`src/rtl/ahb_pkg.sv`:
```
// rtl/ahb_pkg.sv - shared AHB-Lite encodings and master FSM state codes
package ahb_pkg;

   localparam logic [1:0] HTRANS_IDLE   = 2'b00;
   localparam logic [1:0] HTRANS_NONSEQ = 2'b10;

   localparam logic [2:0] HSIZE_BYTE = 3'b000;
   localparam logic [2:0] HSIZE_HALF = 3'b001;
   localparam logic [2:0] HSIZE_WORD = 3'b010;

   localparam logic [2:0] HBURST_SINGLE = 3'b000;

   localparam logic HRESP_OKAY  = 1'b0;
   localparam logic HRESP_ERROR = 1'b1;

   localparam logic [1:0] ST_IDLE = 2'd0;
   localparam logic [1:0] ST_ADDR = 2'd1;
   localparam logic [1:0] ST_DATA = 2'd2;
   localparam logic [1:0] ST_ERR  = 2'd3;

   // Sizes wider than a word are not supported by the memory path.
   function automatic logic [2:0] clamp_hsize(input logic [2:0] size);
      return (size > HSIZE_WORD) ? HSIZE_WORD : size;
   endfunction

endpackage

```
`src/rtl/ahb_wait_timer.sv`:
```
// rtl/ahb_wait_timer.sv - data-phase wait-state counter with saturating expiry flag
module ahb_wait_timer #(
   parameter int TMO_CYC = 255
) (
   input  logic clk,
   input  logic reset_n,
   input  logic clear,
   input  logic enable,
   output logic expired
);

   localparam int CNT_W = (TMO_CYC < 1) ? 1 : $clog2(TMO_CYC + 1);
   localparam logic [CNT_W-1:0] CNT_MAX = CNT_W'(TMO_CYC);

   logic [CNT_W-1:0] cnt_q;
   logic [CNT_W-1:0] cnt_d;

   // Saturate at the limit so expired stays high until the next clear.
   always_comb begin
      cnt_d = cnt_q;
      if (clear) begin
         cnt_d = '0;
      end else if (enable && (cnt_q != CNT_MAX)) begin
         cnt_d = cnt_q + CNT_W'(1);
      end
   end

   always_ff @(posedge clk or negedge reset_n) begin
      if (!reset_n) begin
         cnt_q <= '0;
      end else begin
         cnt_q <= cnt_d;
      end
   end

   assign expired = (cnt_q == CNT_MAX);

endmodule

```
`src/rtl/ahb_mem_arbiter.sv`:
```
// rtl/ahb_mem_arbiter.sv - fetch/data arbiter driving one AHB-Lite master port,
// data side has fixed priority; completions are registered one-cycle pulses.
module ahb_mem_arbiter
   import ahb_pkg::*;
#(
   parameter int ADDR_W  = 32,
   parameter int DATA_W  = 32,
   parameter int TMO_CYC = 255
) (
   input  logic              clk,
   input  logic              reset_n,
   input  logic              if_req,
   input  logic [ADDR_W-1:0] if_addr,
   output logic [DATA_W-1:0] if_rdata,
   output logic              if_done,
   input  logic              d_req,
   input  logic              d_we,
   input  logic [2:0]        d_size,
   input  logic [ADDR_W-1:0] d_addr,
   input  logic [DATA_W-1:0] d_wdata,
   output logic [DATA_W-1:0] d_rdata,
   output logic              d_done,
   output logic              bus_err,
   output logic [ADDR_W-1:0] HADDR,
   output logic [1:0]        HTRANS,
   output logic              HWRITE,
   output logic [2:0]        HSIZE,
   output logic [2:0]        HBURST,
   output logic [DATA_W-1:0] HWDATA,
   input  logic [DATA_W-1:0] HRDATA,
   input  logic              HREADY,
   input  logic              HRESP
);

   logic [1:0]        state_q, state_d;
   logic              owner_q, owner_d;
   logic [ADDR_W-1:0] addr_q, addr_d;
   logic              we_q, we_d;
   logic [2:0]        size_q, size_d;
   logic [DATA_W-1:0] wdata_q, wdata_d;
   logic [DATA_W-1:0] if_rdata_q, if_rdata_d;
   logic [DATA_W-1:0] d_rdata_q, d_rdata_d;
   logic              if_done_q, if_done_d;
   logic              d_done_q, d_done_d;
   logic              bus_err_q, bus_err_d;
   logic              xfer_end, xfer_fail;
   logic              timer_clear, timer_enable, timer_expired;

   assign timer_clear  = (state_q == ST_ADDR) && HREADY;
   assign timer_enable = (state_q == ST_DATA) && !HREADY;

   ahb_wait_timer #(.TMO_CYC(TMO_CYC)) u_wait_timer (
      .clk     (clk),
      .reset_n (reset_n),
      .clear   (timer_clear),
      .enable  (timer_enable),
      .expired (timer_expired)
   );

   always_comb begin
      state_d    = state_q;
      owner_d    = owner_q;
      addr_d     = addr_q;
      we_d       = we_q;
      size_d     = size_q;
      wdata_d    = wdata_q;
      if_rdata_d = if_rdata_q;
      d_rdata_d  = d_rdata_q;
      if_done_d  = 1'b0;
      d_done_d   = 1'b0;
      bus_err_d  = 1'b0;
      xfer_end   = 1'b0;
      xfer_fail  = 1'b0;

      case (state_q)
         // A requester whose done is pulsing still holds its req this cycle; skip it.
         ST_IDLE: begin
            if (d_req && !d_done_q) begin
               owner_d = 1'b1;
               addr_d  = d_addr;
               we_d    = d_we;
               size_d  = clamp_hsize(d_size);
               wdata_d = d_wdata;
               state_d = ST_ADDR;
            end else if (if_req && !if_done_q) begin
               owner_d = 1'b0;
               addr_d  = if_addr;
               we_d    = 1'b0;
               size_d  = HSIZE_WORD;
               wdata_d = '0;
               state_d = ST_ADDR;
            end
         end
         ST_ADDR: begin
            if (HREADY) state_d = ST_DATA;
         end
         ST_DATA: begin
            if (timer_expired) begin
               xfer_end  = 1'b1;
               xfer_fail = 1'b1;
            end else if (HRESP == HRESP_ERROR) begin
               if (HREADY) begin
                  xfer_end  = 1'b1;
                  xfer_fail = 1'b1;
               end else begin
                  state_d = ST_ERR;
               end
            end else if (HREADY) begin
               xfer_end = 1'b1;
            end
         end
         ST_ERR: begin
            if (HREADY) begin
               xfer_end  = 1'b1;
               xfer_fail = 1'b1;
            end
         end
         default: state_d = ST_IDLE;
      endcase

      if (xfer_end) begin
         state_d   = ST_IDLE;
         bus_err_d = xfer_fail;
         if (owner_q) d_done_d  = 1'b1;
         else         if_done_d = 1'b1;
         if (!xfer_fail && !we_q) begin
            if (owner_q) d_rdata_d  = HRDATA;
            else         if_rdata_d = HRDATA;
         end
      end
   end

   always_ff @(posedge clk or negedge reset_n) begin
      if (!reset_n) begin
         state_q    <= ST_IDLE;
         owner_q    <= 1'b0;
         addr_q     <= '0;
         we_q       <= 1'b0;
         size_q     <= HSIZE_WORD;
         wdata_q    <= '0;
         if_rdata_q <= '0;
         d_rdata_q  <= '0;
         if_done_q  <= 1'b0;
         d_done_q   <= 1'b0;
         bus_err_q  <= 1'b0;
      end else begin
         state_q    <= state_d;
         owner_q    <= owner_d;
         addr_q     <= addr_d;
         we_q       <= we_d;
         size_q     <= size_d;
         wdata_q    <= wdata_d;
         if_rdata_q <= if_rdata_d;
         d_rdata_q  <= d_rdata_d;
         if_done_q  <= if_done_d;
         d_done_q   <= d_done_d;
         bus_err_q  <= bus_err_d;
      end
   end

   assign HTRANS   = (state_q == ST_ADDR) ? HTRANS_NONSEQ : HTRANS_IDLE;
   assign HBURST   = HBURST_SINGLE;
   assign HADDR    = addr_q;
   assign HWRITE   = we_q;
   assign HSIZE    = size_q;
   assign HWDATA   = wdata_q;
   assign if_rdata = if_rdata_q;
   assign d_rdata  = d_rdata_q;
   assign if_done  = if_done_q;
   assign d_done   = d_done_q;
   assign bus_err  = bus_err_q;

endmodule
```
`config.mk`:
```
export PLATFORM = sky130hd
export DESIGN_NAME = ahb_mem_arbiter
export DESIGN_NICKNAME = d
export VERILOG_FILES = /design/src/rtl/ahb_pkg.sv /design/src/rtl/ahb_wait_timer.sv /design/src/rtl/ahb_mem_arbiter.sv
export SDC_FILE = /design/constraint.sdc
export NUM_CORES = 1
export LEC_CHECK = 0
export BUFFER_PORTS_ARGS = -buffer_cell sky130_fd_sc_hd__buf_2
export CORE_MARGIN = 4
export CORE_UTILIZATION = 51
export CTS_CLUSTER_DIAMETER = 30
export DETAILED_ROUTE_END_ITERATION = 7
export GPL_TIMING_DRIVEN = 0
export MAX_ROUTING_LAYER = met4
export PLACE_DENSITY = 0.95
export RECOVER_POWER = 100
export SETUP_SLACK_MARGIN = 0.3
export SLEW_MARGIN = 20
export SYNTH_ARGS = -nofsm -noshare
export SYNTH_HDL_FRONTEND = slang
export SYNTH_SLANG_ARGS = --single-unit
```
`constraint.sdc`:
```
create_clock -name clk -period 3.3 [get_ports clk]
set_input_delay 0.495 -clock clk [delete_from_list [all_inputs] [get_ports clk]]
set_output_delay 0.495 -clock clk [all_outputs]
set_load 0.02 [all_outputs]
```
**Word level (Yosys, flattened, before mapping)**

Index checks and enable logic that the tools add are counted.

- Add/sub/neg operators: 1
- Eq/ne operators: 10
- Magnitude comparators: 1
- Reduce and logical (&&, ||, !) cells: 19
- Bitwise gates (word level): 1
- Mux-type cells: 32

Operator list:

| cell | number |
|---|---|
| 32-bit two-way mux | 4 |
| 2-bit two-way mux | 8 |
| 8-bit two-way mux | 2 |
| 1-bit two-way mux | 12 |
| 3-bit inequality test, second input constant | 4 |
| 3-bit two-way mux | 3 |
| 8-bit by 1-bit adder with 8-bit output, second input constant | 1 |
| 8-bit equality test, second input constant | 1 |
| 8-bit inequality test, second input constant | 1 |
| 1-bit logical AND | 6 |
| 2-bit case mux with 3 select lines | 1 |
| 3-bit AND reduction | 2 |
| 6-bit AND reduction | 1 |
| 1-bit zero test | 5 |
| 2-bit equality test, second input constant | 2 |
| 4-bit inequality test, second input constant | 1 |
| 1-bit case mux with 2 select lines | 2 |
| 2-bit nonzero test | 2 |
| 4-bit nonzero test | 1 |
| 3-bit by 2-bit greater-than comparator with 1-bit output, second input constant | 1 |
| 2-bit by 1-bit equality test with 1-bit output, second input constant | 1 |
| 2-bit zero test | 1 |
| 2-bit AND reduction | 1 |
| 1-bit NOT | 1 |

- Output and inout bits: 140
- Bits in registers: 146
- Word-level logic and storage cells: 76
- Input port bits: 138

**Depth between registers and ports, before layout**

Gate-level depths: netlist of run 1.

- Word-level depth: 7
- Depth in mapped cells: 7
- Depth with buffers taken out: 6

**By module**

A second synthesis of run 1 with hierarchy kept.

- Cells, all modules: 463
- Area total of the unflattened synthesis: 6359.8 um^2

Modules (own cells, without submodules):

| module | seq. area each (um^2) | area each (um^2) | times used | cells an instance |
|---|---|---|---|---|
| ahb_mem_arbiter | 3454.6 | 5885.6 | 1 | 416 |
| ahb_wait_timer | 200.2 | 474.2 | 1 | 47 |

**Least setup slack after synthesis of run 1**

OpenSTA, ideal clock, no wires.

- Kind: reg-to-reg
- Start point: register state_q[0]
- End point: register d_rdata_q[10], in the netlist d_rdata[10]
- Stages on the path, launching flop included: 8
- Path buffers: 2
- Slack: 1.218 ns
- Setup time: 0.125 ns
- Data arrival time: 1.957 ns
- Data required time: 3.175 ns
- Clock period less this slack: 2.082 ns
- Cell sequence: dfrtp_1 > ha_1 > o21ai_1 > o21ai_2 > or4b_1 > buf_2 > buf_6 > mux2_4

- Longest elaborated chain between the ends: 5
- Elaborated cells between the ends (all ways): 7
- Those cells by class: 2 x eq/ne; 2 x mux; 3 x reduce/logical

Ends and longest elaborated chain:

| what | line | RTL |
|---|---|---|
| start, declared | ahb_mem_arbiter.sv:35 | `logic [1:0] state_q, state_d;` |
| start signal, assigned | ahb_mem_arbiter.sv:147 | `state_q <= state_d;` |
| 2-bit equality test | ahb_mem_arbiter.sv:75 | `case (state_q)` |
| 1-bit case mux with 2 select lines | ahb_mem_arbiter.sv:75 |  |
| 1-bit zero test | ahb_mem_arbiter.sv:126 | `if (!xfer_fail && !we_q) begin` |
| 1-bit logical AND | ahb_mem_arbiter.sv:126 |  |
| 3-bit AND reduction (no source line) (*) | - |  |
| end signal, assigned | ahb_mem_arbiter.sv:154 | `d_rdata_q <= d_rdata_d;` |
| end, declared | ahb_mem_arbiter.sv:42 | `logic [DATA_W-1:0] d_rdata_q, d_rdata_d;` |

Every way passes the cells marked *; elsewhere a longest branch is shown, timed or not.
A chain may end at the register's enable or synchronous reset.

**Worst setup path after layout of run 1**

- Start point: register state_q[0]
- End point: register if_rdata_q[12], in the netlist if_rdata[12]

- Longest elaborated chain between the ends: 5
- Elaborated cells between the ends (all ways): 7
- Those cells by class: 2 x eq/ne; 2 x mux; 3 x reduce/logical

Ends and longest elaborated chain:

| what | line | RTL |
|---|---|---|
| 2-bit equality test | ahb_mem_arbiter.sv:75 |  |
| 1-bit case mux with 2 select lines | ahb_mem_arbiter.sv:75 |  |
| 1-bit zero test | ahb_mem_arbiter.sv:126 |  |
| 1-bit logical AND | ahb_mem_arbiter.sv:126 |  |
| 3-bit AND reduction (no source line) (*) | - |  |
| end signal, assigned | ahb_mem_arbiter.sv:153 | `if_rdata_q <= if_rdata_d;` |
| end, declared | ahb_mem_arbiter.sv:41 | `logic [DATA_W-1:0] if_rdata_q, if_rdata_d;` |

Marks and branches as above.

==> summary.md, run 1 <==
| Metric | Value |
|---|---|
| Outcome | finished, violations left |
| Failing checks | capacitance limit, slew limit |
| First-pass GRT wire length | 24,800 um |
| CP Data Arrival Time | 2940 ps |
| Switching Fraction | 41.3% |
| Avg Cell Area, Syn | 13.5 um^2 |
| Fmax | 378 MHz |
| Post-synth top cells | 145 x dfrtp_1, 36 x o21ai_0, 35 x nand2_1 |
| Root buf cell | clkbuf_16 |
| Clock transition at path regs | 60 ps |
| Area contributors post-synth | dfrtp_1 60%, mux2_4 7.4%, mux2_2 5.6% |
| Total global-route track usage | 24.4% |
| Hold Path Origin | d_wdata[15] |
| Synth Flop Type | dfrtp_1 |
| Sw power | 3420 uW |
| Synth Warn # | 0 |
| # setup viols final | 0 |
| CP Capture Type | register |
| Area Growth Syn to Fin | 30.8% |
| PD cells | 1050 nW/um^2 |
| Int Pwr | 4860 uW |
| Comb power frac | 39.4% |
| Slew margin rel. | -2.03% |
| Setup TNS | 0 ps |
| Worst setup path startpoint | state_q[0] |
| DIE AREA | 13,700 um^2 |
| Longest Clk Path Bufs | 2 |
| Clk_skew | 8.10 ps |
| I/O Buffers | 273 |
| Slew Limit Fails | 65 |
| Seq pwr share | 37.3% |
| DRC | 0 |
| Vias in the first global route | 4,898 |
| Clock power frac | 23.2% |
| Via density | 5.25 |
| Number of synthesized flops with an enable pin | 0 |
| Final min period | 2650 ps |
| Ratio of final minimum period to clock period | 80.3% |
| Leak Pwr | 0.00383 uW |
| Fin. Hold Viols | 0 |
| Tightest Hold Check Type | primary input to register |
| Vias | 4,726 |
| Total power | 8280 uW |
| Final WL | 16,500 um |
| Register area | 3650 um^2 |
| Fraction of layout cells with a size suffix above 1 | 28.3% |
| Grt total ovfl | 0 |
| Most common cell in the netlist | dfrtp_1 |
| Synth cell types | 44 |
| Synth area leader | dfrtp_1 |
| Largest net degree at the start of global routing | 84 |
| ANT nets after route | 0 |
| I/O pin cnt | 278 |
| Initial antenna violation count | 0 |
| CTS tree | yes |
| Worst vdd ir | 0.500 mV |
| Share of the synthesized area in the top cell type | 59.9% |
| FF-to-FF Start | state_q[0] |
| Row cnt | 39 |
| Core Region | 11,500 um^2 |
| Slew of the pin with the lowest slew margin | 1530 ps |
| Pre-Repair DR Iteration Count | 4 |
| # nets final | 887 |
| Worst-Skew Late Latency | 410 ps |
| RSZ-0062 raised after global routing | no |
| Filler instances | 925 |
| Sequential fraction of the synthesis area | 60.4% |
| Post-CTS sizing | 0 |
| Mapped Cells | 448 |
| WS Path Type | register to register |
| Synthesized cell area | 6050 um^2 |
| Die Width | 117 um |
| # Max-Cap Violations | 1 |
| Setup Fix Bufs, Post-CTS | 0 |
| Final HPWL DP | 12,500 um |
| Initial Util | 52.6% |
| Clock sink count | 146 |
| Area occupied by multi-input gates | 2120 um^2 |
| WL/cell | 18.3 um |
| Post-CTS Hold Fix Bufs | 0 |
| Worst-case register-to-register setup slack | 650 ps |
| Yosys reg bits | 146 |
| Routability cong. | 0.795 |
| Synth async-reset ratio | 100% |
| Total clock buffers created by CTS | 17 |
| WHS | 304 ps |
| Worst setup SP type | register |
| # diodes | 0 |
| Crit Path Max Fanout | 10 |
| Starting DRT DRC Count | 298 |
| WP data required | 3590 ps |
| Die Y | 117 um |
| H-tree levels | 4 |
-- final timing paths --
kind / end / cells past startpoint
max in group asynchronous: HADDR[9] / 2
worst max-delay path: if_rdata[12] / 6
worst max register to register: if_rdata[12] / 6
min in group asynchronous: d_rdata[3] / 1
worst min-delay path: HWDATA[15] / 2
worst min register to register: HADDR[2] / 2
-- layer usage --
| metal | GRT usage (%) | share of wire [%] | vias up | routed length (um) |
|---|---|---|---|---|
| li1 | - | - | 2177 | - |
| met1 | 27.3 | 38 | 2298 | 6300 |
| met2 | 42.5 | 52 | 221 | 8610 |
| met3 | 5.45 | 7.0 | 30 | 1160 |
| met4 | 9.71 | 2.5 | 0 | 411 |
| met5 | - | 0 | - | 0 |
-- critical path, stage by stage, from the launching register on --
cell and delay (ps):
dfrtp_1 410, inv_1 150, ha_1 290, nor2_1 80, nor4_1 800, buf_2 410
mux2_2 380
-- flip-flops by register name (all words and copies together), names as in the netlist --
name,count
d_done,1
if_rdata,32
HADDR,32
bus_err,1
HWRITE,1
HSIZE,3
u_wait_timer.cnt_q,8
HWDATA,32
owner_q,1
if_done,1
d_rdata,32
state_q,2
-- layout make-up --
type | instances | share of cell area (%)
sequential | 146 | 46.1
multi-input combinational | 267 | 26.7
tap | 143 | 2.26
clock buffer | 19 | 5.72
inverter | 7 | 0.332
buffer | 31 | 1.72
clock inverter | 13 | 1.91
timing repair buffer | 274 | 15.2
-- logic make-up (layout without fill, tap and decap cells) --
kind of cell	Yosys count	count (layout)	share of synthesized area, %
simple gates	69	69	5.68
fa+ha+maj	5	5	1.03
other cells	1	4	0.0619
compound gates	88	88	10.0
flops	146	146	60.4
xor+xnor	5	5	0.723
buf+inv	38	344	3.08
mux	96	96	19.1
-- power by group through the flow --
stage / combinational [uW] / sequential (uW) / clock (uW)
after floorplan: 1390 / 3960 / 0
after detailed placement: 3680 / 3060 / 0
after global routing: 3530 / 3180 / 2050
final: 3270 / 3090 / 1920
after global placement: 3520 / 3010 / 0
after CTS: 3690 / 3060 / 1960
-- layout by cell type (no fill, tap or decap), types with 3 or more instances in the layout --
| cell type | instances |
|---|---|
| a21oi_1 | 4 |
| a22o_1 | 33 |
| and2_1 | 4 |
| and3_1 | 3 |
| buf_2 | 140 |
| buf_4 | 4 |
| clkbuf_1 | 157 |
| clkbuf_16 | 17 |
| clkinv_4 | 4 |
| clkinvlp_4 | 3 |
| conb_1 | 4 |
| dfrtp_1 | 145 |
| ha_1 | 5 |
| inv_1 | 7 |
| mux2_1 | 32 |
| mux2_2 | 29 |
| mux2_4 | 3 |
| mux2i_1 | 32 |
| nand2_1 | 35 |
| nand2b_1 | 4 |
| nand3_1 | 4 |
| nor2_1 | 9 |
| nor2b_1 | 4 |
| o21ai_0 | 37 |
| xor2_1 | 5 |
-- stage by stage --
step                cell area, um^2  instances  worst slack, ps  utilization [%]
floorplan                      6070        451             1220                -
global placement               7610        867             -196             66.1
detailed placement             7650        868              509             66.4
CTS                            8250        900              828             71.7
global route                   7920        900              441             68.8
finish                         7920        900              651             68.8
(Power assumes the default switching activity.)
==> run 2, diff against run 1 <==
--- a/config.mk
+++ b/config.mk
@@ -7,12 +7,12 @@
 export LEC_CHECK = 0
 export BUFFER_PORTS_ARGS = -buffer_cell sky130_fd_sc_hd__buf_2
 export CORE_MARGIN = 4
-export CORE_UTILIZATION = 51
+export CORE_UTILIZATION = 47
 export CTS_CLUSTER_DIAMETER = 30
 export DETAILED_ROUTE_END_ITERATION = 7
 export GPL_TIMING_DRIVEN = 0
 export MAX_ROUTING_LAYER = met4
-export PLACE_DENSITY = 0.95
+export PLACE_DENSITY = 0.92
 export RECOVER_POWER = 100
 export SETUP_SLACK_MARGIN = 0.3
 export SLEW_MARGIN = 20
==> constraint.sdc (replaced) <==
create_clock -name clk -period 2.78 [get_ports clk]
set_input_delay 0.417 -clock clk [delete_from_list [all_inputs] [get_ports clk]]
set_output_delay 0.417 -clock clk [all_outputs]
set_load 0.02 [all_outputs]
==> run 2 against run 1 <==
  * The flow finishes with violations (DRC, capacitance limit, slew limit)
  * Sequential power grew 19%
  * Total power grew 19%
  * Worst hold slack lost 85 ps
  * Clock skew grew 1.9 ps
  * Critical path type unchanged
==> summary.md, run 2 (synthesis results as in run 1) <==
| Metric | Value |
|---|---|
| Outcome | finished, violations left (unchanged) |
| Failing checks | DRC, capacitance limit, slew limit (was capacitance limit, slew limit) |
| PD cells | 1230 nW/um^2 (was 1050 nW/um^2) |
| Die Width | 122 um (was 117 um) |
| Worst vdd ir | 0.597 mV (was 0.500 mV) |
| Pre-Repair DR Iteration Count | 6 (was 4) |
| Crit Path Max Fanout | 10 (unchanged) |
| Via density | 5.05 (was 5.25) |
| Total clock buffers created by CTS | 17 (unchanged) |
| Final Util | 63.4% (was 68.8%) |
| Worst path cell trace | ha_1 -> nand3_1 -> o21ai_0 -> or4b_1 -> clkbuf_1 -> buf_6 -> mux2_1 (was inv_1 -> ha_1 -> nor2_1 -> nor4_1 -> buf_2 -> mux2_2) |
| Area Growth Syn to Fin | 32.2% (was 30.8%) |
| Leak Pwr | 0.00386 uW (was 0.00383 uW) |
| Worst-Skew Late Latency | 410 ps (about the same) |
| WS Path Type | register to register (unchanged) |
| Setup Fix Bufs, Post-CTS | 0 (unchanged) |
| Slew Limit Fails | 73 (was 65) |
| # nets final | 888 (was 887) |
| Final min period | 2390 ps (was 2650 ps) |
| DIE AREA | 14,800 um^2 (was 13,700 um^2) |
| Commonest non-fill, non-tap cell in the layout | clkbuf_1 (unchanged) |
| CP max-delay cell | or4b_1 (was nor4_1) |
| Clock transition at path regs | 60 ps (about the same) |
| Filler instances | 1,082 (was 925) |
| Top delay family on crit path | simple AND/OR/NAND/NOR gates (unchanged) |
| Worst-case register-to-register setup slack | 390 ps (was 650 ps) |
| Clock sink count | 146 (unchanged) |
| Buffers plus inverters on the worst setup path | 2 (unchanged) |
| WP data required | 3060 ps (was 3590 ps) |
| Row cnt | 41 (was 39) |
| Total global-route track usage | 23.2% (was 24.4%) |
| Post-DP Area | 7680 um^2 (was 7650 um^2) |
| Design Area, Final | 8010 um^2 (was 7920 um^2) |
| Final WL | 16,500 um (about the same) |
| Commonest non-fill, non-tap cells in the layout | 155 x clkbuf_1, 145 x dfrtp_1, 138 x buf_2 (was 157 x clkbuf_1, 145 x dfrtp_1, 140 x buf_2) |
| Root buf cell | clkbuf_16 (unchanged) |
| H-tree levels | 4 (unchanged) |
| RSZ-0062 raised after global routing | no (unchanged) |
| CP Capture Type | register (unchanged) |
| WL/cell | 17.7 um (was 18.3 um) |
| Slew margin rel. | -19.3% (was -2.03%) |
| First-pass GRT wire length | 25,500 um (was 24,800 um) |
| Initial Util | 48.0% (was 52.6%) |
| Slew of the pin with the lowest slew margin | 1790 ps (was 1530 ps) |
| Grt total ovfl | 0 (unchanged) |
| I/O Buffers | 273 (unchanged) |
| Longest Clk Path Bufs | 2 (unchanged) |
| Initial antenna violation count | 1 (was 0) |
| # Max-Cap Violations | 1 (unchanged) |
| CTS tree | yes (unchanged) |
| Placed cells | 897 (was 868) |
| Core Region | 12,600 um^2 (was 11,500 um^2) |
| Clk_skew | 10.0 ps (was 8.10 ps) |
| Fin. Hold Viols | 0 (unchanged) |
| # setup viols final | 0 (unchanged) |
| Routability cong. | 0.845 (was 0.795) |
| CP Data Arrival Time | 2680 ps (was 2940 ps) |
| Fraction of layout cells with a size suffix above 1 | 28.5% (was 28.3%) |
| Die Y | 122 um (was 117 um) |
| Worst setup SP type | register (unchanged) |
| Starting DRT DRC Count | 208 (was 298) |
| Slowest Stage Delay on Critical Path | 510 ps (was 800 ps) |
| Vias | 4,699 (was 4,726) |
| Fmax | 418 MHz (was 378 MHz) |
| Final HPWL DP | 12,200 um (was 12,500 um) |
| Tightest Hold Check Type | primary input to register (unchanged) |
| Post-Layout Cell Count | 931 (was 900) |
| Ratio of final minimum period to clock period | 86.1% (was 80.3%) |
| DRC | 8 (was 0) |
| Largest net degree at the start of global routing | 75 (was 84) |
| I/O pin cnt | 278 (unchanged) |
| ANT nets after route | 0 (unchanged) |
| Vias in the first global route | 4,922 (was 4,898) |
==> run 2: per-stage QoR <==
stage	power, uW	setup slack, ps	hold WS (ps)	TNS [ps]
after floorplan	6350	698	121	0
after global placement	7770	-659	457	-94140
after detailed placement	7980	160	408	0
after CTS	10300	378	197	0
after global routing	10400	187	195	0
final	9820	386	219	0
==> run 2: timing repair <==
action / CTS / global route
endpoints found under the setup margin: 0 / 1
endpoints found under the hold margin: 72 / 0
resized for setup: 0 / 2
hold buffers: 1 / 0
==> run 2: power by group <==
part           switching, uW  leakage, uW  internal [uW]  total [uW]
sequential               585      0.00182           3080        3670
clock                    872     0.000290           1400        2270
combinational           2570      0.00174           1310        3880
==> run 2: worst paths after layout <==
kind	startpoint	end	cells after the start
worst max-delay path	u_wait_timer.cnt_q[0]	d_rdata[2]	7
worst min-delay path	d_wdata[14]	HWDATA[14]	2
worst max register to register	u_wait_timer.cnt_q[0]	d_rdata[2]	7
worst min register to register	HADDR[14]	HADDR[14]	2
max in group asynchronous	reset_n	HSIZE[1]	3
min in group asynchronous	reset_n	d_rdata[8]	2
==> run 2: layout make-up <==
class / instances / area, um^2 / share of cell area, %
sequential: 146 / 3650 / 45.6
multi-input combinational: 267 / 2120 / 26.5
timing repair buffer: 275 / 1230 / 15.4
clock buffer: 21 / 470 / 5.88
tap: 172 / 215 / 2.69
buffer: 31 / 159 / 1.98
clock inverter: 11 / 125 / 1.56
inverter: 7 / 26.3 / 0.328
antenna: 1 / 2.50 / 0.0313
==> run 2: worst register-to-register path, stage by stage (launching register included) <==
cell and delay, ps:
dfrtp_1 400, ha_1 250, nand3_1 180, o21ai_0 140
or4b_1 510, clkbuf_1 220, buf_6 210, mux2_1 340
==> run 2: layer usage <==
metal  wire length [um]  share of wire [%]  up-vias  track usage, %
li1                   -                  -     2182               -
met1               6510                 40     2270            26.9
met2               8290                 50      227            38.5
met3               1420                8.6       20            7.97
met4                232                1.4        0            6.72
met5                  0                  0        -               -
==> run 3, diff against run 2 <==
--- a/config.mk
+++ b/config.mk
@@ -5,6 +5,7 @@
 export SDC_FILE = /design/constraint.sdc
 export NUM_CORES = 1
 export LEC_CHECK = 0
+export ABC_AREA = 1
 export BUFFER_PORTS_ARGS = -buffer_cell sky130_fd_sc_hd__buf_2
 export CORE_MARGIN = 4
 export CORE_UTILIZATION = 47
==> run 3 against run 2 <==
  * The run now ends clean
  * Largest cell class unchanged
  * Synthesized cell count increased by 37%
  * Fmax up 3.3%
  * Critical endpoint is now HADDR[4]
  * Worst setup slack better by 77 ps
  * Routed wire length is 7.1% higher
  * Register-to-register slack better by 80 ps
==> summary.md, run 3 <==
| Metric | Value |
|---|---|
| Top delay family on crit path | buffers and inverters (was simple AND/OR/NAND/NOR gates) |
| PD cells | 1200 nW/um^2 (was 1230 nW/um^2) |
| DIE AREA | 15,300 um^2 (was 14,800 um^2) |
| Root buf cell | clkbuf_16 (unchanged) |
| Fraction of layout cells with a size suffix above 1 | 24.8% (was 28.5%) |
| Buffers plus inverters on the worst setup path | 4 (was 2) |
| Die Width | 124 um (was 122 um) |
| Slew margin rel. | 34.5% (was -19.3%) |
| Worst reg2reg path depth | 8 (was 7) |
| Total clock buffers created by CTS | 17 (unchanged) |
| Leak Pwr | 0.00410 uW (was 0.00386 uW) |
| Sequential fraction of the synthesis area | 58.1% (was 60.4%) |
| Most common cell in the netlist | nand2_1 (was dfrtp_1) |
| # setup viols final | 0 (unchanged) |
| Final worst slack | 462 ps (was 386 ps) |
| Mapped Cells | 612 (was 448) |
| Synth cell types | 35 (was 44) |
| Row cnt | 42 (was 41) |
| Longest Clk Path Bufs | 2 (unchanged) |
| Final Util | 61.7% (was 63.4%) |
| Synth async-reset ratio | 100% (unchanged) |
| WL/cell | 16.0 um (was 17.7 um) |
| Outcome | finished clean (was finished, violations left) |
| Hold Crit Depth | 2 (unchanged) |
| Final min period | 2320 ps (was 2390 ps) |
| FF-to-FF End | HADDR[4] (was d_rdata[2]) |
| # Max-Cap Violations | 0 (was 1) |
| Slew of the pin with the lowest slew margin | 982 ps (was 1790 ps) |
| DP Worst Slack | 615 ps (was 160 ps) |
| Fmax | 431 MHz (was 418 MHz) |
| Die Y | 124 um (was 122 um) |
| Worst setup SP type | register (unchanged) |
| Initial Util | 47.7% (was 48.0%) |
| Vias in the first global route | 5,419 (was 4,922) |
| Crit Path Max Fanout | 10 (unchanged) |
| Ratio of final minimum period to clock period | 83.4% (was 86.1%) |
| Slew Limit Fails | 0 (was 73) |
| ANT nets after route | 0 (unchanged) |
| I/O pin cnt | 278 (unchanged) |
| WS Path Type | register to register (unchanged) |
| Vias | 5,513 (was 4,699) |
| Post-CTS Hold Fix Bufs | 1 (unchanged) |
| WP data required | 3050 ps (was 3060 ps) |
| Clk_skew | 9.31 ps (was 10.0 ps) |
| CP Capture Type | register (unchanged) |
| DRC | 0 (was 8) |
| Placed cells | 1,065 (was 897) |
| Post-CTS sizing | 0 (unchanged) |
| Worst vdd ir | 0.670 mV (was 0.597 mV) |
| First-pass GRT wire length | 26,800 um (was 25,500 um) |
| Grt total ovfl | 0 (unchanged) |
| Final HPWL DP | 13,200 um (was 12,200 um) |
| Clock sink count | 146 (unchanged) |
| Area Growth Syn to Fin | 29.3% (was 32.2%) |
| Hold Path Origin | d_wdata[20] (was d_wdata[14]) |
| Final WL | 17,600 um (was 16,500 um) |
| Worst-Skew Late Latency | 420 ps (was 410 ps) |
| Routability cong. | 0.895 (was 0.845) |
| RSZ-0062 raised after global routing | no (unchanged) |
| Initial antenna violation count | 1 (unchanged) |
| FF-to-FF Start | d_done (was u_wait_timer.cnt_q[0]) |
| CTS tree | yes (unchanged) |
| Total power | 9730 uW (was 9820 uW) |
| Starting DRT DRC Count | 340 (was 208) |
| Worst-case register-to-register setup slack | 460 ps (was 390 ps) |
| Via density | 5.02 (was 5.05) |
| Yosys reg bits | 146 (unchanged) |
| Avg Cell Area, Syn | 10.3 um^2 (was 13.5 um^2) |
| H-tree levels | 4 (unchanged) |
| Tightest Hold Check Type | primary input to register (unchanged) |
| Synth Warn # | 0 (unchanged) |
| Worst path cell trace | inv_1 -> nand2_1 -> o21ai_0 -> nand2_1 -> inv_1 -> buf_2 -> clkbuf_1 -> a31oi_1 (was ha_1 -> nand3_1 -> o21ai_0 -> or4b_1 -> clkbuf_1 -> buf_6 -> mux2_1) |
| Total global-route track usage | 23.3% (was 23.2%) |
| Share of the synthesized area in the top cell type | 57.7% (was 59.9%) |
| Slowest Stage Delay on Critical Path | 380 ps (was 510 ps) |
| CP Data Arrival Time | 2590 ps (was 2680 ps) |
| Clock transition at path regs | 60 ps (about the same) |
| Pre-Repair DR Iteration Count | 5 (was 6) |
| Synthesized cell area | 6290 um^2 (was 6050 um^2) |
| Setup Fix Bufs, Post-CTS | 0 (unchanged) |
| Area contributors post-synth | dfrtp_1 58%, nand2_1 9.4%, o21ai_2 7.8% (was dfrtp_1 60%, mux2_4 7.4%, mux2_2 5.6%) |
| Commonest non-fill, non-tap cell in the layout | nand2_1 (was clkbuf_1) |
| Fin. Hold Viols | 0 (unchanged) |
| Synth Flop Type | dfrtp_1 (unchanged) |
| Synth area leader | dfrtp_1 (unchanged) |
| I/O Buffers | 273 (unchanged) |
| Largest net degree at the start of global routing | 75 (unchanged) |
| # nets final | 1,052 (was 888) |
| CP max-delay cell | dfrtp_1 (was or4b_1) |
| Post-Layout Cell Count | 1,099 (was 931) |
| Commonest non-fill, non-tap cells in the layout | 160 x nand2_1, 151 x clkbuf_1, 145 x dfrtp_1 (was 155 x clkbuf_1, 145 x dfrtp_1, 138 x buf_2) |
| Hold Path End | HWDATA[20] (was HWDATA[14]) |
| Post-synth top cells | 157 x nand2_1, 145 x dfrtp_1, 56 x o21ai_2 (was 145 x dfrtp_1, 36 x o21ai_0, 35 x nand2_1) |
| Core Region | 13,200 um^2 (was 12,600 um^2) |
| Setup TNS | 0 ps (unchanged) |
| Number of synthesized flops with an enable pin | 0 (unchanged) |
run 3: cell types whose count changed after synthesis, moves of 31 or more:
cell     delta
inv_1      +43
o21ai_2    +55
mux2i_1    -32
a31oi_1    +31
o21ai_0    -31
nand2_1   +122
nor2_1     +37
run 3: power by group:
part           internal [uW]  switching (uW)  total (uW)
combinational           1240            2790        4030
clock                   1170             919        2090
sequential              3040             564        3610
total                   5460            4270        9730
run 3: worst max-delay path by stage:
stage,start,end,slack [ps],depth (start not counted)
4_1_cts,d_done,HADDR[24],690,8
5_1_grt,u_wait_timer.cnt_q[0],if_rdata[1],290,10
3_5_place_dp,d_req,HADDR[24],610,8
6_report,d_done,HADDR[4],460,8
3_3_place_gp,reset_n,HADDR[19],-710,1
2_1_floorplan,state_q[0],d_rdata[23],1180,8
run 3: final cells by class:
class / instances / area, um^2
fillers: 1214 / 5050
clock inverters: 14 / 106
well taps: 176 / 220
diodes: 1 / 2.50
clock buffers: 18 / 439
plain buffers: 35 / 228
inverters: 52 / 195
flip-flops and latches: 146 / 3650
multi-input cells: 382 / 2070
repair buffers: 275 / 1220
run 3: metal layers:
layer / global-route usage (%) / vias to the layer above / share of wire, %
met4: 9.00 / 0 / 2.6
li1: - / 2601 / -
met2: 39.4 / 214 / 52
met5: - / - / 0
met3: 4.68 / 40 / 6.2
met1: 27.6 / 2658 / 39
run 3: logic make-up after synthesis:
| group | share of synthesized area [%] |
|---|---|
| AO/OA/AOI/OAI | 17.8 |
| XOR/XNOR | 0.418 |
| adder cells (fa/ha/maj) | 0.994 |
| buffers and inverters | 7.00 |
| flip-flops | 58.1 |
| other | 0.0596 |
| AND/OR/NAND/NOR | 15.6 |
run 3: stage by stage:
step	area, um^2	hold slack [ps]
2_1_floorplan	6300	121
6_report	8140	219
3_5_place_dp	7930	412
4_1_cts	8480	201
5_1_grt	8140	206
3_3_place_gp	7890	459
run 3: worst register-to-register path: cells and delay by family, from the launching register on:
family | cells | cell delay (ps)
buffers and inverters | 4 | 840
AND/OR/NAND/NOR | 2 | 580
flip-flops | 1 | 380
AO/OA/AOI/OAI | 2 | 360
